===== src/rtl/mips_pkg.sv =====
// -----------------------------------------------------------------------------
// mips_pkg
// Shared definitions for the data-memory arbiter and its dump sequencer.
//   - Default widths: NUM_BYTES_DEF, TAM_DATA_DEF, NUM_DIREC_DEF, DUMP_WORDS_DEF
//   - BYTE_SHIFT: word index -> byte address shift (4-byte words)
//   - dump_state_e: dump sequencer FSM state encoding
// No ports (package).
// -----------------------------------------------------------------------------
package mips_pkg;

  localparam int NUM_BYTES_DEF  = 4;
  localparam int TAM_DATA_DEF   = 32;
  localparam int NUM_DIREC_DEF  = 7;
  localparam int DUMP_WORDS_DEF = 128;

  // Word index to byte address: idx << 2.
  localparam int BYTE_SHIFT = 2;

  typedef enum logic [2:0] {
    ST_IDLE = 3'd0,
    ST_RD   = 3'd1,
    ST_WAIT = 3'd2,
    ST_OUT  = 3'd3,
    ST_DONE = 3'd4
  } dump_state_e;

endpackage


===== src/rtl/data_memory_arbiter_dump_sequencer.sv =====
// -----------------------------------------------------------------------------
// dump_sequencer
// Walks the data memory from word 0 to DUMP_WORDS-1 and streams each word to
// the debug unit. Owns the FSM, the word index, the pending-start flag and the
// registered debug output word.
//
// Optional feature (compile macro DUMP_SKIP_ZERO_EN): when defined, words that
// read back as zero are not presented; the index still advances and the done
// pulse still fires after the last word.
//
// Ports:
//   clock, reset   : rising-edge clock, asynchronous active-high reset
//   dump_start     : dump request (pulse or level); ignored while busy
//   pipe_req       : MEM stage is requesting the memory this cycle
//   mem_rdata      : memory read data, valid one cycle after the address
//   dbg_ready      : debug unit accepts the presented word
//   dbg_valid      : dbg_data/dbg_addr hold a dumped word
//   dbg_data       : dumped word
//   dbg_addr       : word index of dbg_data
//   dbg_done       : one-cycle pulse after the last word
//   busy           : dump pending or in progress
//   pend           : start seen while the pipe held the memory
//   word_idx       : word index currently addressed by the dump
//   state          : current FSM state (debug visibility, drives the top mux)
//
// Handshake: a word transfers on a rising edge where dbg_valid && dbg_ready.
// While dbg_valid is high and dbg_ready low, dbg_data/dbg_addr/dbg_valid are
// held unchanged. dbg_valid never depends combinationally on dbg_ready.
// -----------------------------------------------------------------------------
module dump_sequencer
  import mips_pkg::*;
#(
  parameter int TAM_DATA   = TAM_DATA_DEF,
  parameter int NUM_DIREC  = NUM_DIREC_DEF,
  parameter int DUMP_WORDS = DUMP_WORDS_DEF
) (
  input  logic                 clock,
  input  logic                 reset,
  input  logic                 dump_start,
  input  logic                 pipe_req,
  input  logic [TAM_DATA-1:0]  mem_rdata,
  input  logic                 dbg_ready,
  output logic                 dbg_valid,
  output logic [TAM_DATA-1:0]  dbg_data,
  output logic [NUM_DIREC-1:0] dbg_addr,
  output logic                 dbg_done,
  output logic                 busy,
  output logic                 pend,
  output logic [NUM_DIREC-1:0] word_idx,
  output dump_state_e          state
);

  localparam logic [NUM_DIREC-1:0] LAST_IDX = NUM_DIREC'(DUMP_WORDS - 1);

`ifdef DUMP_SKIP_ZERO_EN
  localparam bit SKIP_ZERO = 1'b1;
`else
  localparam bit SKIP_ZERO = 1'b0;
`endif

  dump_state_e          state_q;
  dump_state_e          state_d;
  logic [NUM_DIREC-1:0] idx_q;
  logic                 pend_q;
  logic                 valid_q;
  logic [TAM_DATA-1:0]  data_q;
  logic [NUM_DIREC-1:0] addr_q;

  logic last_word;
  logic skip_word;
  logic accept;

  assign last_word = (idx_q == LAST_IDX);
  assign skip_word = SKIP_ZERO && (mem_rdata == '0);
  assign accept    = valid_q && dbg_ready;

  // State register.
  always_ff @(posedge clock or posedge reset) begin
    if (reset) begin
      state_q <= ST_IDLE;
    end else begin
      state_q <= state_d;
    end
  end

  // Next-state logic. From IDLE the dump only begins on a cycle with no pipe
  // request; a start that collides with a pipe access is remembered in pend.
  always_comb begin
    state_d = state_q;
    case (state_q)
      ST_IDLE: if ((dump_start || pend_q) && !pipe_req) state_d = ST_RD;
      ST_RD:   state_d = ST_WAIT;
      ST_WAIT: begin
        if (skip_word) state_d = last_word ? ST_DONE : ST_RD;
        else           state_d = ST_OUT;
      end
      ST_OUT:  if (accept) state_d = last_word ? ST_DONE : ST_RD;
      ST_DONE: state_d = ST_IDLE;
      default: state_d = ST_IDLE;
    endcase
  end

  // Outputs.
  always_comb begin
    dbg_valid = valid_q;
    dbg_data  = data_q;
    dbg_addr  = addr_q;
    dbg_done  = (state_q == ST_DONE);
    busy      = pend_q || (state_q != ST_IDLE);
    pend      = pend_q;
    word_idx  = idx_q;
    state     = state_q;
  end

  // Index, pending flag and the registered output word.
  always_ff @(posedge clock or posedge reset) begin
    if (reset) begin
      idx_q   <= '0;
      pend_q  <= 1'b0;
      valid_q <= 1'b0;
      data_q  <= '0;
      addr_q  <= '0;
    end else begin
      case (state_q)
        ST_IDLE: begin
          if (dump_start && !pend_q && pipe_req) pend_q <= 1'b1;
        end
        ST_WAIT: begin
          if (skip_word) begin
            if (!last_word) idx_q <= idx_q + NUM_DIREC'(1);
          end else begin
            data_q  <= mem_rdata;
            addr_q  <= idx_q;
            valid_q <= 1'b1;
          end
        end
        ST_OUT: begin
          if (accept) begin
            valid_q <= 1'b0;
            if (!last_word) idx_q <= idx_q + NUM_DIREC'(1);
          end
        end
        ST_DONE: begin
          idx_q  <= '0;
          pend_q <= 1'b0;
        end
        default: ;
      endcase
    end
  end

endmodule


===== src/rtl/data_memory_arbiter.sv =====
// -----------------------------------------------------------------------------
// data_memory_arbiter
// Shares the single-port data memory between the MEM pipeline stage and the
// debug dump sequencer. While the sequencer is idle the memory port is a
// combinational pass-through of the pipe request; while a dump owns the
// memory, the pipe is stalled and the sequencer drives read addresses.
//
// Optional feature (compile macro DUMP_SKIP_ZERO_EN): zero words are skipped
// by the dump sequencer instead of being presented.
//
// Ports:
//   i_clock, i_reset      : rising-edge clock, asynchronous active-high reset
//   i_pipe_rd_mem/wr_mem  : MEM-stage load / store request
//   i_pipe_byte_enb       : store byte enables
//   i_pipe_addr           : MEM-stage byte address
//   i_pipe_data           : store data
//   o_pipe_stall          : MEM-stage access not serviced this cycle
//   i_dbg_dump_start      : request a full memory dump
//   o_dbg_busy            : dump pending or in progress
//   o_dbg_valid/i_dbg_ready : dump word handshake
//   o_dbg_data/o_dbg_addr : dumped word and its word index
//   o_dbg_done            : one-cycle pulse after the last word
//   o_mem_*               : memory write enable, byte enables, address, data
//   i_mem_rdata           : memory read data (one cycle after address)
// -----------------------------------------------------------------------------
module data_memory_arbiter
  import mips_pkg::*;
#(
  parameter int NUM_BYTES  = NUM_BYTES_DEF,
  parameter int TAM_DATA   = TAM_DATA_DEF,
  parameter int NUM_DIREC  = NUM_DIREC_DEF,
  parameter int DUMP_WORDS = DUMP_WORDS_DEF
) (
  input  logic                 i_clock,
  input  logic                 i_reset,
  input  logic                 i_pipe_rd_mem,
  input  logic                 i_pipe_wr_mem,
  input  logic [NUM_BYTES-1:0] i_pipe_byte_enb,
  input  logic [TAM_DATA-1:0]  i_pipe_addr,
  input  logic [TAM_DATA-1:0]  i_pipe_data,
  output logic                 o_pipe_stall,
  input  logic                 i_dbg_dump_start,
  output logic                 o_dbg_busy,
  output logic                 o_dbg_valid,
  input  logic                 i_dbg_ready,
  output logic [TAM_DATA-1:0]  o_dbg_data,
  output logic [NUM_DIREC-1:0] o_dbg_addr,
  output logic                 o_dbg_done,
  output logic                 o_mem_wr_en,
  output logic [NUM_BYTES-1:0] o_mem_byte_enb,
  output logic [TAM_DATA-1:0]  o_mem_addr,
  output logic [TAM_DATA-1:0]  o_mem_data,
  input  logic [TAM_DATA-1:0]  i_mem_rdata
);

  logic                 pipe_req;
  logic                 seq_pend;
  logic [NUM_DIREC-1:0] word_idx;
  dump_state_e          seq_state;
  logic                 mem_owned;

  assign pipe_req  = i_pipe_rd_mem || i_pipe_wr_mem;
  assign mem_owned = (seq_state != ST_IDLE);

  dump_sequencer #(
    .TAM_DATA   (TAM_DATA),
    .NUM_DIREC  (NUM_DIREC),
    .DUMP_WORDS (DUMP_WORDS)
  ) u_dump_sequencer (
    .clock      (i_clock),
    .reset      (i_reset),
    .dump_start (i_dbg_dump_start),
    .pipe_req   (pipe_req),
    .mem_rdata  (i_mem_rdata),
    .dbg_ready  (i_dbg_ready),
    .dbg_valid  (o_dbg_valid),
    .dbg_data   (o_dbg_data),
    .dbg_addr   (o_dbg_addr),
    .dbg_done   (o_dbg_done),
    .busy       (o_dbg_busy),
    .pend       (seq_pend),
    .word_idx   (word_idx),
    .state      (seq_state)
  );

  // Memory port mux and pipe stall.
  always_comb begin
    o_mem_addr     = i_pipe_addr;
    o_mem_data     = i_pipe_data;
    o_mem_byte_enb = i_pipe_byte_enb;
    o_mem_wr_en    = i_pipe_wr_mem;
    o_pipe_stall   = 1'b0;
    if (mem_owned) begin
      o_mem_addr     = TAM_DATA'(word_idx) << BYTE_SHIFT;
      o_mem_data     = '0;
      o_mem_byte_enb = '1;
      o_mem_wr_en    = 1'b0;
      o_pipe_stall   = pipe_req;
    end else if (seq_pend) begin
      // A dump is waiting for the pipe to go quiet: hold off new pipe accesses
      // so the dump cannot starve, and never let a stalled store reach memory.
      o_pipe_stall = pipe_req;
      o_mem_wr_en  = i_pipe_wr_mem && !pipe_req;
    end
  end

endmodule


===== config.mk =====
export PLATFORM = sky130hd
export DESIGN_NAME = data_memory_arbiter
export DESIGN_NICKNAME = d
export VERILOG_FILES = /design/src/rtl/mips_pkg.sv /design/src/rtl/data_memory_arbiter_dump_sequencer.sv /design/src/rtl/data_memory_arbiter.sv
export SDC_FILE = /design/constraint.sdc
export NUM_CORES = 1
export LEC_CHECK = 0
export ABC_AREA = 1
export BUFFER_PORTS_ARGS = -buffer_cell sky130_fd_sc_hd__buf_4
export CORE_ASPECT_RATIO = 2
export CORE_MARGIN = 8
export CORE_UTILIZATION = 36
export CTS_CLUSTER_DIAMETER = 150
export DETAILED_ROUTE_END_ITERATION = 10
export PLACE_DENSITY = 0.77
export SLEW_MARGIN = 20
export SYNTH_ARGS = -nofsm -noshare
export SYNTH_HDL_FRONTEND = slang
export SYNTH_SLANG_ARGS = --single-unit
export TNS_END_PERCENT = 30

===== constraint.sdc =====
create_clock -name i_clock -period 1.3 [get_ports i_clock]
set_input_delay 0.13 -clock i_clock [delete_from_list [all_inputs] [get_ports i_clock]]
set_output_delay 0.13 -clock i_clock [all_outputs]
set_load 0.005 [all_outputs]

==> flow_summary.ini <==
[clock_tree]
clockRootBuffer = clkbuf_16
cts_inserted_buffers = 5
cts.sinks = 51
htree_levels = 2
clk_latency_ps = 290
clkSlewWorstSetupHoldPaths_ps = 70
tritoncts = done
cts_buffer_depth = 2

[drt]
vias = 3057
routed_wl_um = 10930
detail-route-antenna-nets = 0
drc = 0
viasPerCell = 4.556
dr.pass1.iters = 4
wl_per_cell_um = 16.29
first_iter_violations = 93

[synthesis]
yosys-top-cells-count = inv_1 (73), nor2_1 (68), dfrtp_1 (51)
ys_types = 22
syn_nets = 440
synth.avg_cell_area_um2 = 8.191
synth_area_um2 = 2728
ys_warn_count = 0
ys_seq_area_share_pct = 46.79
synth_edf_count = 0
synth_area_leader_cell = dfrtp_1
synthFlopType = dfrtp_1
synth.most_common_cell = inv_1
yosys-top-cells-area = dfrtp_1 (47%), mux2_2 (13%), inv_1 (10%)
synth_cells = 333
ys_ff_latch = 51
ys_async_sr_fraction_pct = 100.0
synth_top_area_share_pct = 46.79

[setup_path]
cp_slowest_cell = dfrtp_1
crit_chain = nor2_4 -> nand2_4 -> buf_12 -> clkbuf_16 -> nor2_1 -> buf_4
cpLargestDelayFamily = buffers and inverters
crit_path_max_incr_delay_ps = 410
crit_fanout = 8
cp-end-kind = output pin
r2r_cells = 6
start_kind = register
timing.rr.start = u_dump_sequencer.state[0]
r2r-end = u_dump_sequencer.dbg_data[19]
critPathBufInv = 3
rrSetupSlack_ps = -140
critical_path_required_ps = 1170
arrival_ps = 1480
path_class = reg2out

[finish]
syn_to_final_growth_pct = 89.77
fin_util_pct = 69.12
final_cell_area_um2 = 5176
final_nets = 683
stdcell_count = 671
diodes = 0
drive_gt1_share_pct = 61.53

[sta]
finalSetupViolCount = 114
holdWs_ps = 69.56
setup_slack_ps = -308.3
fmax_mhz = 621.8
rsz0062_at_grt = true
skew_ps = 3.045
slew_violations = 0
hold_viol = 0
worst_slew_margin_rel_pct = 82.15
fin_crit_sh_pct = 123.7
worst-slew-pin-transition_ps = 267.7
finalCriticalPeriod_ps = 1608

[grt]
overflow = 0
antenna_found_initial = 0
grt_pass1_vias = 2864
grt_start_max_net_pins = 52
grt_first_pass_wirelength_um = 15360
grt_usage_pct = 17.72

[power_and_ir_drop]
leakage_nw = 2.826
peakVddDrop_mv = 1.457
design_power_total_mw = 10.08
power_density_nw_per_um2 = 1948

[floorplan]
rows = 45
die_height_um = 139.1
die_w_um = 77.55
ioPinCount = 218
initial_core_util_pct = 36.42
core-area_um2 = 7488
die_area_um2 = 10790

[placement]
port_buffers = 217
gp_congestion = 0.9069
placed_area_um2 = 4636
hpwl_um = 8186
place_inst = 653

[hold_path]
whs_path_depth = 2
min_from = i_mem_rdata[6]
holdPathEnd = u_dump_sequencer.dbg_data[6]
hp-class = in2reg

[flow_run]
max-cap-violations = 0

[outcome]
violations = negative setup slack
status = finished, violations left
-- how the worst max path moves through the flow --
stage,startpoint,endpoint,slack (ps),depth (start not counted)
after floorplan,u_dump_sequencer.word_idx[0],u_dump_sequencer.word_idx[0],-3,8
after global placement,u_dump_sequencer.state[1],o_mem_byte_enb[3],-20,5
after detailed placement,u_dump_sequencer.state[1],o_mem_byte_enb[1],-40,5
after CTS,u_dump_sequencer.state[0],o_mem_byte_enb[3],-300,5
after global routing,u_dump_sequencer.state[1],o_mem_data[15],-370,6
final,u_dump_sequencer.state[1],o_mem_addr[17],-310,6
-- layer usage --
layer	wire [um]	track usage [%]	vias to the layer above
met2	5422	29.02	181
met4	172	5.010	0
met3	1349	9.416	9
met5	0	0	-
li1	-	-	1489
met1	3985	19.20	1378
-- registers in the layout, summed over array words and instances (netlist names) --
name	cells
u_dump_sequencer.dbg_data	32
u_dump_sequencer.state	3
u_dump_sequencer.pend	1
u_dump_sequencer.dbg_valid	1
u_dump_sequencer.word_idx	7
u_dump_sequencer.dbg_addr	7
-- timing repair --
item,in CTS,in global routing
hold endpoints to repair,51,0
buffers inserted,3,1
pin swaps,2,4
resized for setup,12,67
endpoints found under the setup margin,102,120
hold buffers,1,0
cloned,0,5
-- metrics by stage --
step	TNS [ps]	setup slack, ps
detailed placement	-301.5	-42.46
CTS	-20250	-299.1
global route	-32180	-372.7
floorplan	-7.622	-2.799
global placement	-59.66	-21.11
finish	-24250	-308.3
-- where the power goes --
group          internal (mW)  total [mW]  switching, mW  leakage (nW)
Clock                  0.713        1.28          0.564        0.0740
Sequential              2.27        2.65          0.383         0.617
Combinational           3.55        6.15           2.60          2.14
-- cell families after synthesis --
family	count (synthesis)	synth area share (%)
simple gates	136	20.83
compound gates	25	5.412
fa+ha+maj	1	0.4586
buf+inv	88	13.30
mux	32	13.21
flops	51	46.79
-- cell usage in the layout (no fill, tap or decap), types with 2 or more instances in the layout --
cell,count
buf_6,15
buf_4,225
dfrtp_1,51
o21ai_1,3
o21ai_0,15
clkinv_2,2
nor2_1,29
or2_4,3
inv_2,5
o21ai_2,6
nand3_1,11
nor2_2,28
inv_1,68
nand2_1,40
buf_12,4
clkbuf_16,9
mux2_2,32
nand2_2,5
nor2_4,12
nand2_4,2
-- final cells by class --
type / instances / area, um^2
tap: 94 / 117.6
multi-input combinational: 194 / 1281
clock inverter: 3 / 18.77
inverter: 74 / 281.5
fill: 597 / 2312
clock buffer: 5 / 125.1
timing repair buffer: 250 / 2076
sequential: 51 / 1276
(Power assumes the default switching activity.)
